[config.mk]
export PLATFORM = sky130hd
export DESIGN_NAME = output_block_vc_param
export DESIGN_NICKNAME = d
export VERILOG_FILES = /design/src/rtl/output_block_vc_param.sv
export SDC_FILE = /design/constraint.sdc
export NUM_CORES = 1
export LEC_CHECK = 0
export CORE_ASPECT_RATIO = 1.2
export CORE_MARGIN = 8
export CORE_UTILIZATION = 30
export DETAILED_ROUTE_END_ITERATION = 12
export PLACE_DENSITY = 0.67
export SYNTH_ARGS = -nofsm -noshare
export SYNTH_HDL_FRONTEND = slang
export SYNTH_SLANG_ARGS = --single-unit
[constraint.sdc]
create_clock -name clk -period 3.65 [get_ports clk]
set_input_delay 0.73 -clock clk [delete_from_list [all_inputs] [get_ports clk]]
set_output_delay 0.73 -clock clk [all_outputs]
set_load 0.03 [all_outputs]
[src/rtl/output_block_vc_param.sv]
// Router output block: drives the granted flit onto the link and tracks downstream
// credits, per-VC packet ownership and sticky error flags.
module output_block_vc_param #(
  parameter int unsigned NUM_VCS        = 4,
  parameter int unsigned CREDITS_PER_VC = 4,
  parameter int unsigned DATA_W         = 32,
  parameter int unsigned OUT_REG        = 1,
  parameter int unsigned VCID_W         = $clog2(NUM_VCS),
  parameter int unsigned CTR_W          = $clog2(CREDITS_PER_VC + 1)
) (
  input  logic                       clk,
  input  logic                       rst,
  input  logic                       ob_en,
  input  logic [2:0]                 flit_in_type,
  input  logic [VCID_W-1:0]          flit_in_vcid,
  input  logic [DATA_W-1:0]          flit_in_data,
  input  logic [NUM_VCS-1:0]         credit_in,
  output logic [2:0]                 flit_out_type,
  output logic [VCID_W-1:0]          flit_out_vcid,
  output logic [DATA_W-1:0]          flit_out_data,
  output logic [NUM_VCS*CTR_W-1:0]   credits_avail,
  output logic [NUM_VCS-1:0]         vc_has_credit,
  output logic [NUM_VCS-1:0]         vc_busy,
  output logic                       err_underflow,
  output logic                       err_overflow,
  output logic                       err_protocol,
  input  logic                       clr_err
);

  localparam logic [2:0] FT_I  = 3'd0;
  localparam logic [2:0] FT_H  = 3'd1;
  localparam logic [2:0] FT_B  = 3'd2;
  localparam logic [2:0] FT_T  = 3'd3;
  localparam logic [2:0] FT_HT = 3'd4;
  localparam logic [CTR_W-1:0] CTR_MAX = CTR_W'(CREDITS_PER_VC);

  typedef enum logic {VC_FREE = 1'b0, VC_ACTIVE = 1'b1} vc_state_t;

  vc_state_t          vc_state_q [NUM_VCS];
  vc_state_t          vc_state_d [NUM_VCS];
  logic [CTR_W-1:0]   cnt_q      [NUM_VCS];
  logic [CTR_W-1:0]   cnt_d      [NUM_VCS];
  logic [NUM_VCS-1:0] grant_v;
  logic [NUM_VCS-1:0] seq_err_v;
  logic [NUM_VCS-1:0] unf_v;
  logic [NUM_VCS-1:0] ovf_v;
  logic               type_ok;
  logic               vcid_ok;
  logic               accept;
  logic               drop;

  // Only data flits aimed at an existing VC are accepted; anything else is dropped
  assign type_ok = (flit_in_type == FT_H) || (flit_in_type == FT_B) ||
                   (flit_in_type == FT_T) || (flit_in_type == FT_HT);
  assign vcid_ok = 32'(flit_in_vcid) < NUM_VCS;
  assign accept  = ob_en & type_ok & vcid_ok;
  assign drop    = ob_en & ~accept;

  always_comb begin
    grant_v = '0;
    for (int v = 0; v < int'(NUM_VCS); v++) begin
      grant_v[v] = accept && (flit_in_vcid == VCID_W'(v));
    end
  end

  // Per-VC credit counter and ownership next state
  always_comb begin
    seq_err_v = '0;
    unf_v     = '0;
    ovf_v     = '0;
    for (int v = 0; v < int'(NUM_VCS); v++) begin
      vc_state_d[v] = vc_state_q[v];
      cnt_d[v]      = cnt_q[v];
      case ({grant_v[v], credit_in[v]})
        2'b01: begin
          if (cnt_q[v] == CTR_MAX) ovf_v[v] = 1'b1;
          else                     cnt_d[v] = cnt_q[v] + CTR_W'(1);
        end
        2'b10: begin
          if (cnt_q[v] == '0) unf_v[v] = 1'b1;
          else                cnt_d[v] = cnt_q[v] - CTR_W'(1);
        end
        default: ;
      endcase
      if (grant_v[v]) begin
        case (flit_in_type)
          FT_H: begin
            if (vc_state_q[v] == VC_ACTIVE) seq_err_v[v] = 1'b1;
            else                            vc_state_d[v] = VC_ACTIVE;
          end
          FT_HT: if (vc_state_q[v] == VC_ACTIVE) seq_err_v[v] = 1'b1;
          FT_B:  if (vc_state_q[v] == VC_FREE)   seq_err_v[v] = 1'b1;
          FT_T: begin
            if (vc_state_q[v] == VC_ACTIVE) vc_state_d[v] = VC_FREE;
            else                            seq_err_v[v] = 1'b1;
          end
          default: ;
        endcase
      end
    end
  end

  always_ff @(posedge clk) begin
    if (rst) begin
      for (int v = 0; v < int'(NUM_VCS); v++) begin
        vc_state_q[v] <= VC_FREE;
        cnt_q[v]      <= CTR_MAX;
      end
      vc_has_credit <= '1;
      err_underflow <= 1'b0;
      err_overflow  <= 1'b0;
      err_protocol  <= 1'b0;
    end else begin
      for (int v = 0; v < int'(NUM_VCS); v++) begin
        vc_state_q[v]    <= vc_state_d[v];
        cnt_q[v]         <= cnt_d[v];
        vc_has_credit[v] <= (cnt_d[v] != '0);
      end
      // A new error in the clearing cycle wins over the clear
      err_underflow <= (err_underflow & ~clr_err) | (|unf_v);
      err_overflow  <= (err_overflow  & ~clr_err) | (|ovf_v);
      err_protocol  <= (err_protocol  & ~clr_err) | (|seq_err_v) | drop;
    end
  end

  always_comb begin
    credits_avail = '0;
    vc_busy       = '0;
    for (int v = 0; v < int'(NUM_VCS); v++) begin
      credits_avail[v*CTR_W +: CTR_W] = cnt_q[v];
      vc_busy[v]                      = (vc_state_q[v] == VC_ACTIVE);
    end
  end

  generate
    if (OUT_REG != 0) begin : g_out_reg
      // Idle cycles send I but keep vcid/data stable to avoid link toggling
      always_ff @(posedge clk) begin
        if (rst) begin
          flit_out_type <= FT_I;
          flit_out_vcid <= '0;
          flit_out_data <= '0;
        end else if (accept) begin
          flit_out_type <= flit_in_type;
          flit_out_vcid <= flit_in_vcid;
          flit_out_data <= flit_in_data;
        end else begin
          flit_out_type <= FT_I;
        end
      end
    end else begin : g_out_comb
      always_comb begin
        flit_out_type = accept ? flit_in_type : FT_I;
        flit_out_vcid = accept ? flit_in_vcid : '0;
        flit_out_data = accept ? flit_in_data : '0;
      end
    end
  endgenerate

endmodule

== Word level (Yosys, flattened, before mapping) ==
Memories as Yosys holds them, arrays and structs flattened.
Index checks and enable logic that the tools add are counted.
Word-level totals
  memories: 2
  bits in writable memories: 16
  bits in registers: 44
  input bits: 45
  logic and storage cells: 140
  output and inout port bits: 60
Memories
  cnt_q: words 4, width 3, read ports 4, clocked after memory_dff 0, wr ports 4, line 41  | logic [CTR_W-1:0] cnt_q [NUM_VCS];
  vc_state_q: words 4, width 1, read ports 4, clocked after memory_dff 0, wr ports 4, line 39  | vc_state_t vc_state_q [NUM_VCS];
Operators by class
  add/sub/neg operators: 8
  reduce and logical (&&, ||, !) cells: 22
  muxes and demuxes: 63
  equal/unequal tests: 19
  bitwise operators: 19
Operators with widths (number)
  1-bit 2-to-1 mux: 39
  3-bit 2-to-1 mux: 12
  3-bit one-hot mux with 2 select lines: 4
  1-bit one-hot mux with 2 select lines: 8
  3-bit == test, second input constant: 5
  3-bit by 1-bit adder with 3-bit output, second input constant: 4
  2-bit == test, second input constant: 6
  3-bit logical NOT: 4
  1-bit bitwise OR: 12
  3-bit nonzero test: 4
  4-bit OR reduction: 3
  3-bit by 1-bit subtractor with 3-bit output, second input constant: 4
  2-bit by 1-bit == test with 1-bit output, second input constant: 5
  3-bit by 2-bit == test with 1-bit output, second input constant: 2
  2-bit OR reduction: 3
  1-bit AND: 5
  1-bit logical AND: 4
  3-bit by 1-bit == test with 1-bit output, second input constant: 1
  1-bit logical OR: 3
  2-bit logical NOT: 1
  1-bit inverter: 2

== Logic depth before layout (Yosys ltp) ==
Gate-level depths: netlist (run 1).
  depth after elaboration: 10
  depth in mapped cells: 13
  depth with buffers taken out: 11

== Least setup slack after synthesis (run 1) ==
OpenSTA, ideal clock, no wires.
  path type: input port to flip-flop
  start: input port flit_in_type[1]
  end: register vc_has_credit[0]
  arrival time: 2831 ps
  cell stages on the path: 11
  data required time: 3523 ps
  setup time: 127 ps
  setup slack: 692 ps
  path buffers: 2
  cells stage by stage: buf_6 or3_4 nand3_1 buf_2 or3_1 inv_1 ha_1 a21oi_1 o21ai_0 a211o_1 or3_1
Between the ends
  cells in the longest elaborated chain, start to end: 9
  elaborated cells on any way between the ends: 13
  classes of those cells: 6 x eq/ne; 1 x mux; 1 x bitwise; 5 x reduce/logical
RTL lines
  from (decl): line 14  | input logic [2:0] flit_in_type,
  3-bit by 1-bit == test with 1-bit output or 3-bit by 2-bit == test with 1-bit output (tied branches): line 53  | assign type_ok = (flit_in_type == FT_H) || (flit_in_type == FT_B) ||
  1-bit logical OR (2 in a row): line 53
  1-bit logical OR *: line 54  | (flit_in_type == FT_T) || (flit_in_type == FT_HT);
  1-bit AND *: line 56  | assign accept = ob_en & type_ok & vcid_ok;
  1-bit logical AND *: line 62  | grant_v[v] = accept && (flit_in_vcid == VCID_W'(v));
  2-bit == test or 2-bit by 1-bit == test with 1-bit output (tied branches): line 74  | case ({grant_v[v], credit_in[v]})
  3-bit one-hot mux with 2 select lines *: line 74
  3-bit nonzero test *: line 117  | vc_has_credit[v] <= (cnt_d[v] != '0);
  to (signal, indexed assignment): line 117
  to (decl): line 22  | output logic [NUM_VCS-1:0] vc_has_credit,
Every way passes the cells marked *; elsewhere a longest branch is shown, timed or not.
A chain may end at the register's enable or synchronous reset.

== Final worst setup path (run 1) ==
  start: input port flit_in_type[0]
  end: register vc_has_credit[1]
Same word-level chain as after synthesis.

==> summary.md, run 1 <==
For the via count of the first global-routing pass, the log shows 2924. The run gives 0 as the number of pins exceeding their max-slew limit in the final report. The logs give 4 for the detailed-router iteration count before antenna repair and 4080 um2 for the standard cell area after detailed placement.

The total via count in the routed design came out at 2909. The mux contribution to synthesized area is 0.0177. Entering global routing, the biggest net connects 56 pins.

The buffer cell driving the clock tree root was clkbuf_16. Gates resized during post-CTS repair numbered 0. The worst-case IR drop observed on VDD is 0.000218 V. Measured along the x axis, the die boundary spans 107 um.

The detail route stage leaves a number of antenna-violating nets equal to 0. In this run the count of I/O pins placed on the die edge is 105. Setup violations remaining at the end of the flow were counted as 0. The post-CTS clock slew at the launch and capture registers of the worst setup and hold paths was 0.05 ns; the total setup buffers inserted after CTS was 0. The register area share after synthesis was 0.405; the post-route fraction of the period consumed by the critical path was 0.831. The final critical path time including I/O delays and setup was 3.03 ns. Counting every net in the synthesized netlist gives 437. Layout cell share with drive strength beyond 1: 0.0611.

The die covers 13300 um2. The synthesized design contains 60 register bits. The later pin in the worst-skew pair is clocked with a latency of 0.32 ns.

After filler insertion, the fill cell instance count of the layout stands at 928. TritonCTS built the clock tree. Post-synthesis async set-or-reset flop share: 0. The compound-gate portion of the synthesized area is 0.203.

The most used flip-flop cell after synthesis is dfxtp_1. The worst hold path class was flip-flop to flip-flop. The synthesized area per cell was 7.97 um2. The nature of the critical path startpoint was a primary input.

The tools report the post-route standard cell area excluding fillers as 4410 um2. The net count of the finished layout is 535. The run gives 0.00427 ns as the worst clock skew on the final layout. After detailed routing, the number of vias per cell comes to 4.86.

The total routing usage reported by global routing came out at 0.132. In this run the worst path has a maximum fanout of 6. The flow ran to the end, and the final reports show no timing, DRC or antenna violations. Row generation in the floorplan step produced 39 rows. Setup repair after global routing left no endpoint under its margin. CTS saw 60 sinks.

The core region area is 9560 um2. Count of synthesis-stage warnings from yosys: 0. Summing internal, switching and leakage power gives 2010 uW. The synthesized-area fraction occupied by and/or/nand/nor cells works out to 0.221.

The actual transition at the worst max-transition pin was 1.05 ns. For the placed wire-length estimate, the log shows 6.30 mm. The wire length of the first global-routing pass is 14.5 mm, and the data arrival at the endpoint of the critical path is 3.24 ns. After clock tree synthesis, the flow added hold-fix buffers numbering 0. The max-capacitance violation count came out at 0. The number of port buffers is 104.

The run gives 0 ns as the total negative slack. The logs give 0 for the residual DRC count and 0 for the number of antenna repair diodes. In this run, CTS created clock tree buffers numbering 9. Synthesis handed over a netlist of 372 instances. The height of the chip was 125 um; the total congestion overflow was 0. Post-synthesis share of cell area spent on full adders, half adders and majority gates: 0.0844. The number of enable flip-flop cells after synthesis was 0; the synthesized area was 2970 um2. After synthesis, the largest family of logic cells by area is simple AND/OR/NAND/NOR gates. STA classifies the critical path endpoint as a flip-flop. For flop-to-flop paths, the worst setup slack is 1.71 ns. The xor/xnor cell area share of the yosys netlist was 0.00591.

STA puts the critical path data required time at 3.86 ns. The routability congestion estimate from global placement was 0.906; the relative area change from synthesis to final layout was 48.6%. In the final routed layout, each cell accounts on average for 14.4 um. Number of H-tree levels: 3. After synthesis, the netlist uses 44 different library cells. Based on the critical path, the design can be clocked at up to 330 MHz. No sink is reached through more buffers than the 2 on the longest clock path. The number of antenna violations at the first check in global routing came out at 0.

The critical path in this run is classified as primary input to flip-flop. The relative max-transition margin is 0.300, and the static power due to leakage is 0.00169 uW. For this design the ratio of total power to cell area is 455 nW/um2. The logs give 176 for the first-iteration detailed-routing DRC count and 8.60 mm for the final routed wirelength across all metal layers. The initial standard-cell utilization of the core is 0.310. For the final count of hold timing violations, the log shows 0.
==> registers in the layout, summed over array words and instances (netlist names) <==
signal	count
flit_out_type	3
vc_has_credit	4
err_protocol	1
flit_out_vcid	2
cnt_q	12
err_underflow	1
flit_out_data	32
err_overflow	1
vc_state_q	4
==> kinds of logic (layout without fill, tap and decap cells) <==
kind of cell	count (synthesis)	count (layout)
and+or+nand+nor	144	144
AOI/OAI and AO/OA	99	99
buffers and inverters	42	145
adders and majority gates	20	20
xor gates and xnor gates	2	2
muxes	5	5
DFF	60	60
==> critical path, stage by stage <==
cell             delay [ns]
clkdlybuf4s50_1        0.49
or3_4                  0.40
and3_1                 0.25
nand3b_4               0.11
inv_4                  0.04
ha_1                   0.34
a21oi_1                0.13
o21ai_0                0.10
a211o_1                0.30
or3_1                  0.36
==> stage by stage <==
step	worst slack [ns]	hold WS (ns)	cells	util
6_report	0.615	0.449	598	0.461
2_1_floorplan	0.692	0.580	372	-
3_5_place_dp	0.270	0.445	582	0.426
4_1_cts	0.620	0.453	598	0.461
5_1_grt	0.402	0.473	598	0.461
3_3_place_gp	0.337	0.442	582	0.426
==> report_power, final <==
| group | switching [uW] | internal, uW |
|---|---|---|
| registers | 26.2 | 692 |
| clock network | 304 | 615 |
| logic | 202 | 165 |
==> layout make-up <==
type / instances / area (um2) / share of cell area
Multi-Input combinational cell: 270 / 1580 / 0.358
Sequential cell: 60 / 1200 / 0.273
Timing Repair Buffer: 108 / 1070 / 0.242
Clock buffer: 10 / 239 / 0.0542
Tap cell: 123 / 154 / 0.0349
Clock inverter: 6 / 87.6 / 0.0199
Inverter: 21 / 81.3 / 0.0185
==> path summary, 6_finish.rpt <==
path,start,end,cells past startpoint
worst min-delay path,flit_out_data[8],flit_out_data[8],2
worst max register to register,cnt_q[0][0],vc_has_credit[0],7
worst min register to register,flit_out_data[8],flit_out_data[8],2
worst max-delay path,flit_in_type[0],vc_has_credit[1],10
==> cells in the mapped netlist, types with 4 or more instances <==
master    instances  area (um2)
ha_1             20         250
o21ai_0          15        75.1
clkbuf_1         13        48.8
dfxtp_1          60        1200
a311oi_1          4        35.0
nor2b_1           5        31.3
inv_1            19        71.3
nor2_1           21        78.8
o22ai_1           6        37.5
nand2_1          85         319
nand2b_1         13        81.3
a21oi_1          51         255
a211oi_1          4        30.0
nand3_1           4        20.0
==> cells in the final DEF, fill, tap and decap left out, drive strengths merged, types with 5 or more instances in the layout <==
| cell | n |
|---|---|
| nand3 | 5 |
| nand2 | 85 |
| nand2b | 13 |
| o22ai | 6 |
| buf | 5 |
| clkbuf | 10 |
| nor2 | 21 |
| dfxtp | 60 |
| o21ai | 16 |
| inv | 21 |
| ha | 20 |
| clkdlybuf4s50 | 103 |
| nor2b | 5 |
| a21oi | 51 |
==> metal layers <==
layer  track usage  vias to the layer above  wire (um)  part of all wire
met1         0.150                     1328       3530              0.41
li1              -                     1467          -                 -
met4        0.0415                        0        112             0.013
met2         0.206                      102       4010              0.47
met5             0                        -          0                 0
met3        0.0699                       12        953              0.11
Power figures use the tool's default switching activity.
==> run 2: changes to the inputs <==
==> constraint.sdc (replaced) <==
create_clock -name clk -period 3.12 [get_ports clk]
set_input_delay 0.624 -clock clk [delete_from_list [all_inputs] [get_ports clk]]
set_output_delay 0.624 -clock clk [all_outputs]
set_load 0.03 [all_outputs]
==> run 2 against run 1 <==
  * Power increased by 12%
  * Global-route usage about the same
  * Die area unchanged
  * Clock power increased by 5.2%
  * Sequential share of layout area decreased by 0.52 points
  * Hold slack improved by 0.0012 ns
  * Combinational power increased by 21%
  * Setup slack got worse by 0.34 ns
  * Sequential power increased by 17%
  * Critical endpoint unchanged
==> summary.md, run 2 (same netlist as run 1, synthesis figures left out) <==
The run finished with clean final reports. The layout cell share with drive strength beyond 1 is 0.0898 (was 0.0611). Biggest registers after layout: flit_out_data (32), cnt_q (12) (unchanged). Commonest cells after routing, fill and taps aside: 103 x clkdlybuf4s50_1, 85 x nand2_1, 60 x dfxtp_1, 51 x a21oi_1, 21 x nor2_1 (unchanged). Die outline width: 107 um (unchanged). The most common cell after layout, fill and taps aside is clkdlybuf4s50_1 (unchanged). Number of port buffers: 104 (unchanged).

The routed wirelength normalized by instance count was 14.3 um (was 14.4 um); the via count of the first global-routing pass was 2988 (was 2924). The tools report the number of antenna violations at the first check in global routing as 0 (unchanged). The tools report the number of antenna repair diodes as 0 (unchanged). Setup repair after global routing left no endpoint under its margin.

The actual transition at the worst max-transition pin is 1.07 ns (was 1.05 ns), and the total negative slack is 0 ns (unchanged). The peak per-stage delay on the critical path is 0.46 ns (was 0.49 ns). Path type of the worst setup path: primary input to flip-flop (unchanged).

For the total of cells resized after clock tree synthesis, the log shows 0 (unchanged). The launch point of the worst reg-to-reg path is cnt_q[0][3] (was cnt_q[0][0]). The number of sinks driven by the clock tree came out at 60 (unchanged).

Number of rows in the core area: 39 (unchanged). Routability congestion estimate from global placement: 0.883 (was 0.906). The post-CTS clock slew at the launch and capture registers of the worst setup and hold paths came out at 0.05 ns (about the same). The nature of the critical path startpoint was a primary input (unchanged). The logs give 2973 (was 2909) for the total via count in the routed design and 9560 um2 (unchanged) for the core region area.

The detailed-route vias per instance is 4.85 (was 4.86). The required arrival time at the worst endpoint is 3.32 ns (was 3.86 ns), and the static power due to leakage is 0.00175 uW (was 0.00169 uW). The height of the chip came out at 125 um (unchanged). Number of pins exceeding their max-slew limit in the final report: 0 (unchanged). The run gives 13300 um2 (unchanged) as the area enclosed by the die boundary. The cell with the largest stage delay on the worst path was clkdlybuf4s50_1 (unchanged).

TritonCTS built the clock tree. The worst hold path class is flip-flop to flip-flop (unchanged). The number of stages on the worst hold path is 2 (unchanged), and the switching portion of total power is 0.270 (was 0.266). The tools report the detailed-router iteration count before antenna repair as 4 (unchanged).

The flip-flop count of the largest register, all copies and words added came out at 32 (unchanged). Register ranked first by flip-flop count: flit_out_data (unchanged). The clock power share came out at 0.429 (was 0.459). The run gives 0.276 ns (was 0.615 ns) as the worst setup margin.

For the standard cell area after detailed placement, the log shows 4200 um2 (was 4080 um2). Maximum clock rate: 352 MHz. The number of H-tree levels is 3 (unchanged). The logs give 0 (unchanged) for the total congestion overflow and 0.373 (was 0.358) for the sequential share of power. The run gives 0 (unchanged) as the final count of hold timing violations. The destination of the worst hold path was flit_out_data[11] (was flit_out_data[8]). The largest net degree at the start of global routing is 56 (unchanged), and the number of buffers on the longest clock path is 2 (unchanged). The tools report the type of element capturing the critical path as a flip-flop (unchanged).

The power per cell area was 502 nW/um2 (was 455 nW/um2). The tools report the placed wire-length estimate as 6.60 mm (was 6.30 mm). The post-route fraction of the period consumed by the critical path is 0.911.

Sequence of cells on the critical path: clkdlybuf4s50_1, or3_4, and3_1, nand3b_4, inv_4, ha_1, a21oi_1, o21ai_0, a211o_1, or3_1 (unchanged). The logs give 0.000282 V (was 0.000218 V) for the maximum ir drop on the vdd rail and 14.4 mm (was 14.5 mm) for the wire length of the first global-routing pass. For the residual DRC count, the log shows 0 (unchanged). The relative area change from synthesis to final layout was 51.4% (was 48.6%); the clock insertion delay at the later pin of the skew report was 0.32 ns (about the same). The capture instance of the worst register-to-register path was vc_has_credit[1] (was vc_has_credit[0]). First-iteration detailed-routing DRC count: 120 (was 176). The logs give 1.20 ns (was 1.71 ns) for the setup slack of the most critical reg-to-reg path and 8.78 mm (was 8.60 mm) for the final routed wirelength across all metal layers. The tools report the count of endpoints failing setup in the final report as 0 (unchanged). The post-route standard cell area excluding fillers is 4490 um2 (was 4410 um2), and the final critical path time including I/O delays and setup is 2.84 ns. The initial standard-cell utilization of the core was 0.310 (unchanged).

For the count of boundary I/O pins, the log shows 105 (unchanged). The number of buffers created by CTS came out at 9 (unchanged). Worst setup slack after placement: -0.0512 ns (was 0.270 ns). The relative max-transition margin is 0.285 (was 0.300), and the reported net switching power is 609 uW (was 533 uW). The logic gate share of total power is 0.198 (was 0.183), and the internal power summed over all cells is 1650 uW (was 1470 uW).

The remaining antenna violation count came out at 0 (unchanged). The tools report the buffer cell driving the clock tree root as clkbuf_16 (unchanged). Worst clock skew on the final layout: 0.00537 ns (was 0.00427 ns). For the data arrival at the endpoint of the critical path, the log shows 3.04 ns (was 3.24 ns). The tools report the critical hold path startpoint as flit_out_data[11] (was flit_out_data[8]).

The run gives 551 (was 535) as the number of nets in the layout. The cts-stage hold buffer count was 0 (unchanged); the max-capacitance violation count was 0 (unchanged). Logic depth of the worst register-to-register path: 7 (unchanged).

The total routing usage reported by global routing was 0.132 (about the same); the highest net fanout along the worst path was 3 (was 6). The tools report the total setup buffers inserted after CTS as 0 (unchanged).
-- run 2: how the worst max path moves through the flow --
| stage | start | endpoint | slack, ns | depth (start not counted) |
|---|---|---|---|---|
| floorplan | flit_in_type[1] | vc_has_credit[0] | 0.27 | 11 |
| CTS | flit_in_type[1] | vc_has_credit[1] | 0.28 | 10 |
| finish | flit_in_type[1] | vc_has_credit[1] | 0.28 | 10 |
| global placement | flit_in_type[1] | vc_has_credit[1] | -0.02 | 10 |
| global route | flit_in_type[1] | vc_has_credit[0] | 0.12 | 10 |
| detailed placement | flit_in_type[1] | vc_has_credit[1] | -0.05 | 10 |
-- run 2: worst max-delay path: cells and delay by family --
family / cells / cell delay (ns)
and+or+nand+nor: 4 / 1.12
buffers and inverters: 2 / 0.49
AOI/OAI and AO/OA: 3 / 0.52
adders and majority gates: 1 / 0.28
-- run 2: routing by layer --
metal | routed length, um | vias up | track usage
met5 | 0 | - | 0
met4 | 87 | 0 | 0.0373
met3 | 929 | 7 | 0.0699
met2 | 4150 | 96 | 0.218
met1 | 3610 | 1380 | 0.142
li1 | - | 1490 | -
-- run 2: power by group through the flow --
stage	sequential, uW	clock [uW]	combinational (uW)
3_5_place_dp	857	0	450
6_report	841	968	447
2_1_floorplan	934	0	173
3_3_place_gp	855	0	443
5_1_grt	847	1030	486
4_1_cts	841	997	453
-- run 2: metrics by stage --
step	util	total power [uW]	hold slack, ns	instances
floorplan	-	1110	0.580	372
global placement	0.439	1300	0.441	598
detailed placement	0.439	1310	0.446	598
CTS	0.470	2290	0.452	613
global route	0.470	2360	0.466	613
finish	0.470	2260	0.451	613
-- run 2: area by class of cell --
cell class              instances  area, um2
fillers                       941       5070
multi-input cells             270       1580
flip-flops and latches         60       1200
repair buffers                124       1190
clock buffers                  10        239
well taps                     123        154
inverters                      21       81.3
clock inverters                 5       52.6
